### src/rtl/pipe_hazard_ctrl.sv
// -----------------------------------------------------------------------------
// pipe_hazard_ctrl
//
// Central stall/flush sequencer for a 5-stage MIPS pipeline. It sits beside
// the datapath, watches pipeline-register fields and drives the hold/flush
// enables of the PC and the IF/ID, ID/EX, EX/MEM and MEM/WB registers.
//   * load-use hazard : hold PC and IF/ID for one cycle, bubble into ID/EX
//   * taken redirect  : squash the two wrong-path instructions (IF/ID, ID/EX)
//   * slow data memory: freeze the whole pipeline until mem_ready, with a
//                       WAIT_MAX-cycle timeout that drops the access and sets
//                       a sticky error flag
//
// Optional build macro:
//   HAZ_PERF_CNT_EN - when defined, stall_cnt / flush_cnt are saturating
//                     performance counters; otherwise both are tied to zero
//                     and no counter flops exist.
//
// Ports:
//   clk            clock, rising edge
//   reset          asynchronous active-low reset
//   id_rs/id_rt    source register fields of the instruction in ID
//   id_uses_rt     ID instruction actually reads rt
//   ex_memtoreg    MemtoReg of the EX instruction (2'b01 = load)
//   ex_rf          destination register of the EX instruction
//   ex_pcsrc       PCSrc resolved in EX (nonzero = redirect)
//   mem_memwr      MEM instruction is a store
//   mem_memrd      MEM instruction is a load
//   mem_ready      data memory completes the current access this cycle
//   mem_req        data memory request
//   stall_*        hold enables of PC / IF/ID / ID/EX / EX/MEM
//   flush_ifid     clear IF/ID to nop
//   flush_idex     clear ID/EX to bubble
//   bubble_memwb   load a bubble into MEM/WB
//   mem_err        sticky memory timeout flag
//   state_o        current sequencer state (RUN/MEM_WAIT/MEM_ERR)
//   stall_cnt      cycles with stall_pc asserted
//   flush_cnt      cycles with flush_ifid asserted
// -----------------------------------------------------------------------------
module pipe_hazard_ctrl #(
    parameter int WAIT_MAX = 16,
    parameter int CNT_W    = 16
) (
    input  logic             clk,
    input  logic             reset,
    input  logic [4:0]       id_rs,
    input  logic [4:0]       id_rt,
    input  logic             id_uses_rt,
    input  logic [1:0]       ex_memtoreg,
    input  logic [4:0]       ex_rf,
    input  logic [1:0]       ex_pcsrc,
    input  logic             mem_memwr,
    input  logic             mem_memrd,
    input  logic             mem_ready,
    output logic             mem_req,
    output logic             stall_pc,
    output logic             stall_ifid,
    output logic             flush_ifid,
    output logic             flush_idex,
    output logic             stall_idex,
    output logic             stall_exmem,
    output logic             bubble_memwb,
    output logic             mem_err,
    output logic [1:0]       state_o,
    output logic [CNT_W-1:0] stall_cnt,
    output logic [CNT_W-1:0] flush_cnt
);

    // Wide enough to hold the value WAIT_MAX itself.
    localparam int WCNT_W = (WAIT_MAX < 1) ? 1 : $clog2(WAIT_MAX + 1);
    localparam logic [WCNT_W-1:0] WAIT_LIMIT = WCNT_W'(WAIT_MAX);

    typedef enum logic [1:0] {
        ST_RUN      = 2'b00,
        ST_MEM_WAIT = 2'b01,
        ST_MEM_ERR  = 2'b10,
        ST_ILLEGAL  = 2'b11
    } state_t;

    state_t              state_q,    state_d;
    logic [WCNT_W-1:0]   wait_cnt_q, wait_cnt_d;
    logic                mem_err_q,  mem_err_d;

    logic mem_access;
    logic access_state;
    logic load_use;
    logic redirect;
    logic freeze;

    // ------------------------------------------------------------------
    // Hazard decode
    // ------------------------------------------------------------------
    always_comb begin
        mem_access   = mem_memrd | mem_memwr;
        // MEM_ERR drops the access; the illegal encoding is treated the same
        // way for the one cycle it can exist before returning to RUN.
        access_state = (state_q == ST_RUN) || (state_q == ST_MEM_WAIT);
        freeze       = access_state & mem_access & ~mem_ready;
        redirect     = (ex_pcsrc != 2'b00);
        // $0 is never a real producer, so a load to it cannot create a hazard.
        load_use     = (ex_memtoreg == 2'b01) && (ex_rf != 5'd0) &&
                       ((ex_rf == id_rs) || (id_uses_rt && (ex_rf == id_rt)));
    end

    // ------------------------------------------------------------------
    // Control outputs: combinational, forced low while reset is asserted
    // ------------------------------------------------------------------
    always_comb begin
        mem_req      = 1'b0;
        stall_pc     = 1'b0;
        stall_ifid   = 1'b0;
        flush_ifid   = 1'b0;
        flush_idex   = 1'b0;
        stall_idex   = 1'b0;
        stall_exmem  = 1'b0;
        bubble_memwb = 1'b0;
        if (reset) begin
            mem_req = access_state & mem_access;
            if (freeze) begin
                // Everything upstream of MEM holds; WB sees a bubble. Flushes
                // are suppressed so a pending redirect in EX is replayed when
                // the freeze drops.
                stall_pc     = 1'b1;
                stall_ifid   = 1'b1;
                stall_idex   = 1'b1;
                stall_exmem  = 1'b1;
                bubble_memwb = 1'b1;
            end else if (redirect) begin
                // The ID instruction is on the wrong path, so any load-use
                // hazard it has is irrelevant.
                flush_ifid = 1'b1;
                flush_idex = 1'b1;
            end else if (load_use) begin
                stall_pc   = 1'b1;
                stall_ifid = 1'b1;
                flush_idex = 1'b1;
            end
        end
    end

    // ------------------------------------------------------------------
    // Sequencer next state
    // ------------------------------------------------------------------
    always_comb begin
        state_d    = state_q;
        wait_cnt_d = wait_cnt_q;
        mem_err_d  = mem_err_q;
        case (state_q)
            ST_RUN: begin
                // A ready access completes in the same cycle with no state change.
                if (freeze) begin
                    state_d    = ST_MEM_WAIT;
                    wait_cnt_d = WCNT_W'(1);
                end
            end
            ST_MEM_WAIT: begin
                if (mem_ready) begin
                    state_d    = ST_RUN;
                    wait_cnt_d = '0;
                end else if (wait_cnt_q == WAIT_LIMIT) begin
                    state_d    = ST_MEM_ERR;
                    wait_cnt_d = '0;
                    mem_err_d  = 1'b1;
                end else begin
                    wait_cnt_d = wait_cnt_q + WCNT_W'(1);
                end
            end
            ST_MEM_ERR: begin
                state_d = ST_RUN;
            end
            default: begin
                state_d    = ST_RUN;
                wait_cnt_d = '0;
            end
        endcase
    end

    always_ff @(posedge clk or negedge reset) begin
        if (!reset) begin
            state_q    <= ST_RUN;
            wait_cnt_q <= '0;
            mem_err_q  <= 1'b0;
        end else begin
            state_q    <= state_d;
            wait_cnt_q <= wait_cnt_d;
            mem_err_q  <= mem_err_d;
        end
    end

    assign state_o = state_q;
    assign mem_err = mem_err_q;

    // ------------------------------------------------------------------
    // Performance counters
    // ------------------------------------------------------------------
`ifdef HAZ_PERF_CNT_EN
    logic [CNT_W-1:0] stall_cnt_q, stall_cnt_d;
    logic [CNT_W-1:0] flush_cnt_q, flush_cnt_d;

    // Saturate at all-ones rather than wrapping.
    always_comb begin
        stall_cnt_d = stall_cnt_q;
        flush_cnt_d = flush_cnt_q;
        if (stall_pc && (stall_cnt_q != {CNT_W{1'b1}}))
            stall_cnt_d = stall_cnt_q + CNT_W'(1);
        if (flush_ifid && (flush_cnt_q != {CNT_W{1'b1}}))
            flush_cnt_d = flush_cnt_q + CNT_W'(1);
    end

    always_ff @(posedge clk or negedge reset) begin
        if (!reset) begin
            stall_cnt_q <= '0;
            flush_cnt_q <= '0;
        end else begin
            stall_cnt_q <= stall_cnt_d;
            flush_cnt_q <= flush_cnt_d;
        end
    end

    assign stall_cnt = stall_cnt_q;
    assign flush_cnt = flush_cnt_q;
`else
    assign stall_cnt = '0;
    assign flush_cnt = '0;
`endif

endmodule

### config.mk
export PLATFORM = sky130hd
export DESIGN_NAME = pipe_hazard_ctrl
export DESIGN_NICKNAME = d
export VERILOG_FILES = /design/src/rtl/pipe_hazard_ctrl.sv
export SDC_FILE = /design/constraint.sdc
export NUM_CORES = 1
export LEC_CHECK = 0
export CORE_MARGIN = 2
export CORE_UTILIZATION = 34
export CTS_BUF_LIST = sky130_fd_sc_hd__clkbuf_8
export CTS_CLUSTER_DIAMETER = 100
export CTS_CLUSTER_SIZE = 14
export DETAILED_ROUTE_END_ITERATION = 8
export PLACE_DENSITY = 0.82
export REMOVE_ABC_BUFFERS = 1
export SLEW_MARGIN = 20
export SYNTH_ARGS = -nofsm -noshare
export SYNTH_HDL_FRONTEND = slang
export SYNTH_SLANG_ARGS = --single-unit
### constraint.sdc
create_clock -name clk -period 2 [get_ports clk]
set_input_delay 0.3 -clock clk [delete_from_list [all_inputs] [get_ports clk]]
set_output_delay 0.3 -clock clk [all_outputs]
set_load 0.005 [all_outputs]
# [Yosys cells after proc, flatten, opt, wreduce, memory -nomap -nowiden]
# Cells that the tools add are included.
[totals] register_bits=8 latchBits=0 ramBits=0 rom_bits=0 in_bits=25 output_inout_bits=43 elab_cells=49 mem_count=0
[classes] n_addsub=1 multipliers=0 n_div=0 order_cmp=0 eq_ne=8 shift=0 mux=21 n_bitwise=5 reduce_logical=11
[ops] cell="$mux W5" count=3
[ops] cell="$pmux W5 S3" count=1
[ops] cell="$mux W1" count=13
[ops] cell="$eq A5 B5 Y1" count=2
[ops] cell="$mux W2" count=3
[ops] cell="$add A5 B1 Y5 const B" count=1
[ops] cell="$eq A5 B5 Y1 const B" count=1
[ops] cell="$reduce_bool A5 Y1" count=1
[ops] cell="$eq A2 B1 Y1 const B" count=2
[ops] cell="$pmux W2 S2" count=1
[ops] cell="$reduce_and A2 Y1" count=2
[ops] cell="$logic_and A1 B1 Y1" count=3
[ops] cell="$ne A3 B2 Y1 const B" count=1
[ops] cell="$reduce_and A3 Y1" count=1
[ops] cell="$and A1 B1 Y1" count=2
[ops] cell="$eq A2 B2 Y1 const B" count=1
[ops] cell="$logic_not A2 Y1" count=1
[ops] cell="$logic_or A1 B1 Y1" count=2
[ops] cell="$ne A2 B2 Y1 const B" count=1
[ops] cell="$not A1 Y1" count=2
[ops] cell="$reduce_bool A2 Y1" count=1
[ops] cell="$or A1 B1 Y1" count=1

# [Longest topological paths before layout]
[logic_depth] depth_word=8 depth_mapped=6

# [Least setup slack after synthesis]
# OpenSTA, ideal clock, no wires.
[synth_timing] path_kind="reg-to-output" start="register state_q[1], in the netlist state_o[1]" end="output port flush_idex" arrival_time_ns=1.387 required_ns=1.700 setup_slack_ns=0.313 path_stages_with_launch=6 cell_sequence="dfrtp_1 > o21ba_1 > and2_4 > buf_6 > or4_4 > o22ai_2"
[synth_via] elab_chain_len=6 elab_cells_between_ends=7
[synth_rtl] item="start: declaration" line="79" text="state_t state_q, state_d;"
[synth_rtl] item="start signal: assignment" line="183" text="state_q <= state_d;"
[synth_rtl] item="$eq A2 B1 Y1 / $logic_not A2 Y1 (equally long branches)" line="96" text="access_state = (state_q == ST_RUN) || (state_q == ST_MEM_WAIT);"
[synth_rtl] item="$logic_or A1 B1 Y1 *" line="96"
[synth_rtl] item="$and A1 B1 Y1 * (2 in a row)" line="97" text="freeze = access_state & mem_access & ~mem_ready;"
[synth_rtl] item="$mux W1 *" line="118" text="if (freeze) begin"
[synth_rtl] item="$mux W1 *" line="116" text="if (reset) begin"
[synth_rtl] item="end: declaration" line="58" text="output logic flush_idex,"
# Mark *: on every way between the ends. The rest lies on a longest branch, timed or not.

# [Worst setup path in the final report]
[layout_timing] start="register state_q[1], in the netlist state_o[1]" end="output port bubble_memwb"
[layout_via] elab_chain_len=6 elab_cells_between_ends=7
[layout_rtl] item="$eq A2 B1 Y1 / $logic_not A2 Y1 (equally long branches)" line="96"
[layout_rtl] item="$logic_or A1 B1 Y1 *" line="96"
[layout_rtl] item="$and A1 B1 Y1 * (2 in a row)" line="97"
[layout_rtl] item="$mux W1 *" line="118"
[layout_rtl] item="$mux W1 *" line="116"
[layout_rtl] item="end: declaration" line="61" text="output logic bubble_memwb,"
# Marked as above.

==> out/results.txt <==
Status = finished, final reports clean
Clk Latency, worst-skew pair = 0.23 ns
Register bit total from synthesis = 8
Layout Cells excl Fill = 179
Fin crit period = 1.969 ns
Reg2reg path depth = 6
Fmax = 507.8 MHz
Die Width = 54.61 µm
Layout cell share with drive strength beyond 1 = 0.2081
H-tree depth = 1
Worst r2r dst = wait_cnt_q[4]
Port bufs = 35
Post-Syn Instances = 102
CTS buffer count = 3
CP Launch Type = flop
Placed insts = 172
Filler cell count = 241
WL/cell = 11.45 µm
Final Hold Vio Count = 0
Dpl hpwl = 1659 µm
Max-cap violations = 0
Starting Density = 0.3547
Global placement routability congestion = 0.8015
DR vias/cell = 4.179
Core area = 2455 µm²
Worst VDD drop = 366.6 µV
Syn avg cell area = 8.538 µm²
Post-Route Skew = 0.003838 ns
Leak = 0.0006594 µW
Area growth from synthesis to layout = 43.25%
TritonRoute pass-1 iters = 4
Max-slew violations = 0
Total number of yosys warnings = 0
Reg2Reg Setup Slack = 0.36 ns
Final instance area = 1247 µm²
Die Y = 54.61 µm
Crit share post-route = 0.9847
Setup TNS = 0 ns
Prevailing post-synth register cell = dfrtp_1
Maximum net fanout on the critical path = 3
Final WL = 2049 µm
Dpl ws = -0.5110 ns
I/O Pins = 68
Via count of the first global-routing pass = 744
Final worst slack = 0.03058 ns
Tot GR Track Use = 0.1485
First-pass GRT wire length = 3111 µm
Placed instance area = 1176 µm²
Crit end category = output pin
Mapped Area = 870.8 µm²
Antenna violations before repair = 0
CTS tree = yes
Antenna-violating nets left = 0
Clock Path Buffers = 2
DRT iter0 DRCs = 9
Antenna fix cells = 0
Commonest cells after routing, fill and taps aside = conb_1 (32), clkdlybuf4s50_1 (19), buf_4 (13), dlygate4sd2_1 (12), xor2_1 (9)
Util after Layout = 0.5082
Power Density = 472.0 nW/µm²
Clock sink count = 8
Fraction of registers with async set/reset = 1.000
Post-synth EDFFs = 0
Seq/Total Area, Yosys = 0.2299
# nets final = 178
Required @ worst endpoint = 1.70 ns
Crit path kind = flop to output pin
Rows = 18
Largest net degree at the start of global routing = 10
Setup violations, final = 0
Worst min path class = input port to async pin
Remaining DRCs = 0
Clk root buf = clkbuf_8
GRT Residual Overflow = 0
Arrival time at the worst endpoint = 1.67 ns
Most common cell after layout, fill and taps aside = conb_1
Post-synth cell types = 31
Worst r2r src = wait_cnt_q[0]
Vias = 748
Clk slew on worst S/H paths = 0.04 ns
Die area = 2982 µm²
-- registers in the layout, indices dropped and copies added, names as in the netlist --
signal,count
wait_cnt_q,5
state_o,2
mem_err,1
-- metal layers --
metal | part of all wire | global-route usage | vias to the layer above
met5 | 0 | 0 | -
met4 | 0.010 | 0.02917 | 0
met3 | 0.070 | 0.05464 | 2
met2 | 0.55 | 0.2798 | 36
met1 | 0.37 | 0.1553 | 338
li1 | - | - | 372
-- cell type report --
type	count	area [µm²]	area share
Multi-Input combinational cell	84	518.0	0.4152
Tap cell	30	37.54	0.03009
Timing Repair Buffer	49	431.7	0.3460
Clock buffer	3	41.29	0.03310
Inverter	5	18.77	0.01505
Sequential cell	8	200.2	0.1605
-- where the power goes --
| group | total, µW | switching (µW) | internal, µW | leakage, µW |
|---|---|---|---|---|
| Clock | 192 | 61.4 | 130 | 0.0000216 |
| Sequential | 195 | 18.5 | 176 | 0.000107 |
| Combinational | 202 | 90.7 | 112 | 0.000531 |
| Total | 589 | 171 | 418 | 0.000659 |
-- cell usage after synthesis, types with 2 or more instances --
cell,instances,share of area
nor2_1,7,0.030
nor4_1,2,0.014
ha_1,2,0.029
inv_1,5,0.022
o21ai_0,3,0.017
buf_4,35,0.30
a21o_1,2,0.017
xor2_1,9,0.091
o22ai_1,3,0.022
dfrtp_1,8,0.23
nand2_1,2,0.0086
nand3_1,2,0.011
a22o_1,4,0.040
-- cells by family after synthesis --
logic type | count (synthesis) | share of synthesized area
other cells | 1 | 0.004306
buf+inv | 41 | 0.3362
flops | 8 | 0.2299
simple gates | 24 | 0.1624
xor+xnor | 10 | 0.1006
fa+ha+maj | 2 | 0.02873
compound gates | 16 | 0.1379
-- metrics by stage --
stage | total power (µW) | hold slack, ns
after floorplan | 279.4 | 0.004409
after global placement | 385.7 | 0.4712
after detailed placement | 396.1 | 0.4613
after CTS | 583.4 | 0.2776
after global routing | 632.2 | 0.3081
final | 588.8 | 0.2637
-- repair_timing --
item / in CTS / in global routing
setup buffers: 2 / 2
endpoints found under the setup margin: 7 / 5
cloned: 0 / 0
resized for setup: 28 / 5
hold buffers: 0 / 0
pin swaps: 7 / 2
-- critical path, cell delays in order, from the launching register on --
cell,delay (ns)
dfrtp_1,0.37
o21ba_4,0.22
buf_4,0.10
nand2_2,0.07
nor2_2,0.16
clkdlybuf4s50_1,0.52
-- worst max-delay path by stage --
stage / from / end / slack (ns) / cells after the start
after floorplan: state_o[1] / flush_idex / 0.40 / 4
after global placement: mem_memwr / flush_idex / -0.48 / 6
after detailed placement: ex_rf[3] / stall_ifid / -0.51 / 6
after CTS: ex_rf[1] / flush_idex / 0.008 / 6
after global routing: state_o[1] / bubble_memwb / -0.02 / 5
final: state_o[1] / bubble_memwb / 0.03 / 5
Note: power is estimated with default switching activity, not from simulation.
